<file path="src/rtl/counter_arbiter.sv">
// Round-robin arbiter feeding a shared grant counter.
// Define COUNTER_ARB_SAT_EN for a saturating count that halts at all ones.
module counter_arbiter #(
  parameter int CounterWidth = 32,
  parameter int NumReq       = 4
) (
  input  logic                    clk,
  input  logic                    rst_n,
  input  logic                    en,
  input  logic                    clr,
  input  logic [NumReq-1:0]       req,
  output logic [NumReq-1:0]       gnt,
  output logic                    gnt_valid,
  output logic [CounterWidth-1:0] count,
  output logic                    wrap
);

  localparam int PtrW = $clog2(NumReq);

  localparam logic [CounterWidth-1:0] CntOne =
    {{(CounterWidth-1){1'b0}}, 1'b1};
  localparam logic [CounterWidth-1:0] CntMax = '1;
  localparam logic [PtrW-1:0] PtrRst = PtrW'(NumReq - 1);

  typedef enum logic [1:0] {
    IDLE,
    RUN,
    HALT
  } state_e;

  state_e                  state_q, state_d;
  logic [PtrW-1:0]         ptr_q, ptr_d;
  logic [NumReq-1:0]       gnt_q, gnt_d;
  logic                    gv_q, gv_d;
  logic [CounterWidth-1:0] count_q, count_d;
  logic                    wrap_q, wrap_d;

  logic                    found;
  logic [PtrW-1:0]         win;
  logic [PtrW-1:0]         idx;

  // Search starts one above the last winner and wraps modulo NumReq.
  always_comb begin
    found = 1'b0;
    win   = ptr_q;
    idx   = '0;
    for (int k = 1; k <= NumReq; k++) begin
      idx = PtrW'((int'(ptr_q) + k) % NumReq);
      if (!found && req[idx]) begin
        found = 1'b1;
        win   = idx;
      end
    end
  end

  always_comb begin
    state_d = state_q;
    ptr_d   = ptr_q;
    count_d = count_q;
    gnt_d   = '0;
    gv_d    = 1'b0;
    wrap_d  = 1'b0;
    if (clr) begin
      state_d = en ? RUN : IDLE;
      count_d = '0;
    end else if (state_q == HALT) begin
      state_d = HALT;
    end else if (!en) begin
      state_d = IDLE;
    end else begin
      state_d = RUN;
      if (found) begin
        gnt_d   = NumReq'(1) << win;
        gv_d    = 1'b1;
        ptr_d   = win;
        count_d = count_q + CntOne;
`ifdef COUNTER_ARB_SAT_EN
        if (count_q + CntOne == CntMax) begin
          state_d = HALT;
        end
`else
        wrap_d  = (count_q == CntMax);
`endif
      end
    end
  end

  always_ff @(posedge clk or negedge rst_n) begin
    if (!rst_n) begin
      state_q <= IDLE;
      ptr_q   <= PtrRst;
      gnt_q   <= '0;
      gv_q    <= 1'b0;
      count_q <= '0;
      wrap_q  <= 1'b0;
    end else begin
      state_q <= state_d;
      ptr_q   <= ptr_d;
      gnt_q   <= gnt_d;
      gv_q    <= gv_d;
      count_q <= count_d;
      wrap_q  <= wrap_d;
    end
  end

  assign gnt       = gnt_q;
  assign gnt_valid = gv_q;
  assign count     = count_q;
  assign wrap      = wrap_q;

endmodule
</file>
<file path="config.mk">
export PLATFORM = sky130hd
export DESIGN_NAME = counter_arbiter
export DESIGN_NICKNAME = d
export VERILOG_FILES = /design/src/rtl/counter_arbiter.sv
export SDC_FILE = /design/constraint.sdc
export NUM_CORES = 1
export LEC_CHECK = 0
export CORE_MARGIN = 1.5
export CORE_UTILIZATION = 30
export DETAILED_ROUTE_END_ITERATION = 12
export GPL_TIMING_DRIVEN = 0
export HOLD_SLACK_MARGIN = 0.08
export PLACE_DENSITY = 0.63
export SLEW_MARGIN = 0
export SYNTH_ARGS = -nofsm -noshare
export SYNTH_HDL_FRONTEND = slang
export SYNTH_SLANG_ARGS = --single-unit
</file>
<file path="constraint.sdc">
create_clock -name clk -period 4.04 [get_ports clk]
set_input_delay 0.606 -clock clk [delete_from_list [all_inputs] [get_ports clk]]
set_output_delay 0.606 -clock clk [all_outputs]
set_load 0.005 [all_outputs]
</file>
==> key figures <==
Die
  • Rows: 30
  • Starting density of the core: 31.5%
  • Die Area: 7780 um2
  • Die Height: 88.2 um
  • I/O pin count: 46
  • Core Area: 6910 um2
  • Die width: 88.2 um

Power
  • Lkg Pwr: 1.12 nW
  • Total power: 0.860 mW
  • Int Power: 0.654 mW
  • Flop pwr share: 51.3%
  • PwrDens: 301 nW/um2
  • VDD IR-drop max: 0.000109 V
  • Switch share: 24.0%
  • Combinational Power Share: 12.5%
  • Clock power share: 36.2%
  • Net Sw Power: 0.207 mW

Synthesis
  • Synthesized area: 2180 um2
  • Synth Warn #: 0
  • Synth Register Bits: 42
  • Ys flop type: dfrtp_1
  • Mapped Avg Cell Area: 9.35 um2
  • Seq/Total Area, Yosys: 48.4%
  • Area leader, netlist: dfrtp_1
  • Syn Nets: 242
  • Synth unique cells: 36
  • Post-synth EDFFs: 0
  • Async S/R FF share, synth: 100%
  • Top post-synthesis cells by area: dfrtp_1 46%, xor2_1 7.6%, nor2_1 6.2%, nand4_1 4.3%, nand2_1 3.4%
  • Gate Count Post-Synth: 233
  • Synth top area share: 46.0%

Layout
  • Antenna diodes: 0
  • Share of cells above drive strength 1: 6.67%
  • Net count, final: 293
  • Layout Cells excl Fill: 381
  • Area delta synth->final: 31.0%

Critical path
  • Worst R2R Start: count[0]
  • CP max stage delay: 0.66 ns
  • R2R depth: 6
  • Delay-heaviest family, CP: simple AND/OR/NAND/NOR gates
  • Crit path depth: 6
  • Critical Path End: count[28]
  • Capture point of the worst reg-to-reg path: count[28]
  • WS Path Type: input pin to flop
  • Critical Path End Type: flop
  • WP data arrival: 2.84 ns
  • Crit path from: req[2]
  • Startpoint Class: input pin
  • CP Buf/Inv Count: 1
  • Crit path max fanout: 10
  • Worst path cell trace: clkdlybuf4s50_1 > nor4_2 > nor4_4 > nand3_2 > or4_1 > a21oi_1
  • Reg-to-reg setup timing slack: 1.84 ns
  • Critical-path top delay cell: nor4_4
  • Crit path required time: 4.26 ns

Placement
  • Hpwl dp: 3670 um
  • Routability Congestion: 0.763
  • IO buf count: 43
  • Cell count after placement: 373

Timing
  • Fin. Hold Viols: 0
  • Actual slew at the worst max-slew pin: 0.709 ns
  • Hold slack: 0.126 ns
  • Fin crit share: 65.0%
  • Slew Limit Fails: 0
  • Peak Freq: 381 MHz
  • Setup Viol. Count Final: 0
  • RSZ-0062 raised after global routing: false
  • Rel. slew slack: 52.3%
  • Final Critical Period: 2.62 ns
  • Final TNS setup: 0 ns
  • Post-route clock skew: 0.00337 ns

Status
  • Outcome: finished clean

Run
  • Max-cap violations: 0

Detailed routing
  • DRC violations left: 0
  • Iteration-0 DRC Markers: 89
  • DR WL/cell: 13.1 um
  • Via density per instance: 4.92
  • Drt pass-1 iters: 4
  • Final ANT Viol Nets: 0
  • Routed wire length: 4980 um
  • Vias: 1873

Clock tree
  • CTS Hold Bufs: 0
  • CTS tree: built
  • Setup Buffers After CTS: 0
  • Reg clk slew, reported paths: 0.08 ns
  • Count of clock tree sinks: 42
  • Clock root buffer: clkbuf_8
  • Cts repair resizes: 0
  • Skew-Pair Late Insertion Delay: 0.29 ns
  • CTS H-tree lvls: 2
  • CTS buffer count: 5
  • CTS max path bufs: 2

Hold path
  • Hold crit path type: input pin to asynchronous set/reset pin

GRT
  • GRT Overall Usage: 14.3%
  • First-pass GRT wire length: 8760 um
  • Largest net degree at the start of global routing: 39
  • Vias in the first global route: 1819
  • Global route total overflow: 0
  • Initial antenna violation count: 0
==> flip-flops by register name, summed over array words and instances, names as in the netlist <==
register / cells
count: 32
state_q: 2
gnt: 4
ptr_q: 2
gnt_valid: 1
wrap: 1
==> worst min path at each step <==
stage	from	endpoint	cells after the start
global route	rst_n	count[24]	1
CTS	rst_n	count[28]	1
global placement	state_q[0]	state_q[1]	2
floorplan	rst_n	count[0]	0
finish	rst_n	count[28]	1
detailed placement	rst_n	count[28]	1
==> cell usage in the layout (no fill, tap or decap), types with 2 or more instances in the layout <==
cell type        synthesis  layout
clkdlybuf4s50_1          0      42
dfrtp_1                 40      40
nor2_1                  36      36
nand2_1                 20      20
xor2_1                  19      19
nand4_1                 15      15
nand3_1                 14      14
clkbuf_1                 9       9
a21oi_1                  9       9
clkbuf_8                 0       8
o21ai_0                  7       7
or3_1                    7       7
inv_1                    5       5
nor4_1                   5       5
xnor2_1                  5       5
nor3_1                   4       4
and2_1                   4       4
mux2i_1                  3       3
nor2b_1                  3       3
buf_2                    1       2
a31oi_1                  2       2
nand2b_1                 2       2
nor4_2                   2       2
nor3b_1                  2       2
and4_1                   2       2
nor4_4                   2       2
o31ai_1                  2       2
or4_1                    2       2
dfstp_2                  2       2
==> cell families after synthesis <==
kind of cell	synth area share (%)
adder cells (fa/ha/maj)	0.574
XOR/XNOR	9.65
AND/OR/NAND/NOR	31.1
buffers and inverters	2.64
AO/OA/AOI/OAI	6.32
multiplexers	1.38
flip-flops	48.4
==> per-stage QoR <==
step	area, um2	util, %	worst slack [ns]
after CTS	2850	41.3	1.41
after floorplan	2180	-	1.95
after detailed placement	2740	39.7	1.13
final	2850	41.3	1.42
after global placement	2730	39.5	1.13
after global routing	2850	41.3	1.26
==> metal layers <==
metal / share of wire (%) / global-route usage [%]
met3: 5.3 / 4.10
met2: 46 / 23.3
met5: 0 / 0
met4: 0.92 / 3.41
met1: 48 / 18.9
==> Yosys cell counts (2+ instances only) <==
| master | number |
|---|---|
| dfrtp_1 | 40 |
| nor2_1 | 36 |
| nand2_1 | 20 |
| xor2_1 | 19 |
| nand4_1 | 15 |
| nand3_1 | 14 |
| a21oi_1 | 9 |
| clkbuf_1 | 9 |
| o21ai_0 | 7 |
| or3_1 | 7 |
| inv_1 | 5 |
| nor4_1 | 5 |
| xnor2_1 | 5 |
| and2_1 | 4 |
| nor3_1 | 4 |
| mux2i_1 | 3 |
| nor2b_1 | 3 |
| a31oi_1 | 2 |
| and4_1 | 2 |
| dfstp_2 | 2 |
| nand2b_1 | 2 |
| nor3b_1 | 2 |
| nor4_2 | 2 |
| nor4_4 | 2 |
| o31ai_1 | 2 |
| or4_1 | 2 |
==> final cells by class <==
type	instances	area, um2
multi-input combinational	176	1070
sequential	42	1050
tap	96	120
clock buffer	8	110
buffer	10	38.8
inverter	5	18.8
fill	700	4050
timing repair buffer	44	445
==> worst register-to-register path, cell delays in order (launching register included) <==
cell and delay (ns):
dfrtp_1 0.44, ha_1 0.24, nand2_1 0.10, nor4_4 0.54
nand3_2 0.23, or4_1 0.44, a21oi_1 0.15
==> power groups by stage <==
| stage | Clock [mW] | Sequential (mW) | Combinational [mW] |
|---|---|---|---|
| after global placement | 0 | 0.450 | 0.104 |
| after global routing | 0.343 | 0.443 | 0.123 |
| after floorplan | 0 | 0.450 | 0.0633 |
| final | 0.311 | 0.441 | 0.108 |
| after CTS | 0.321 | 0.441 | 0.109 |
| after detailed placement | 0 | 0.450 | 0.109 |
Note: power is estimated with default switching activity, not from simulation.
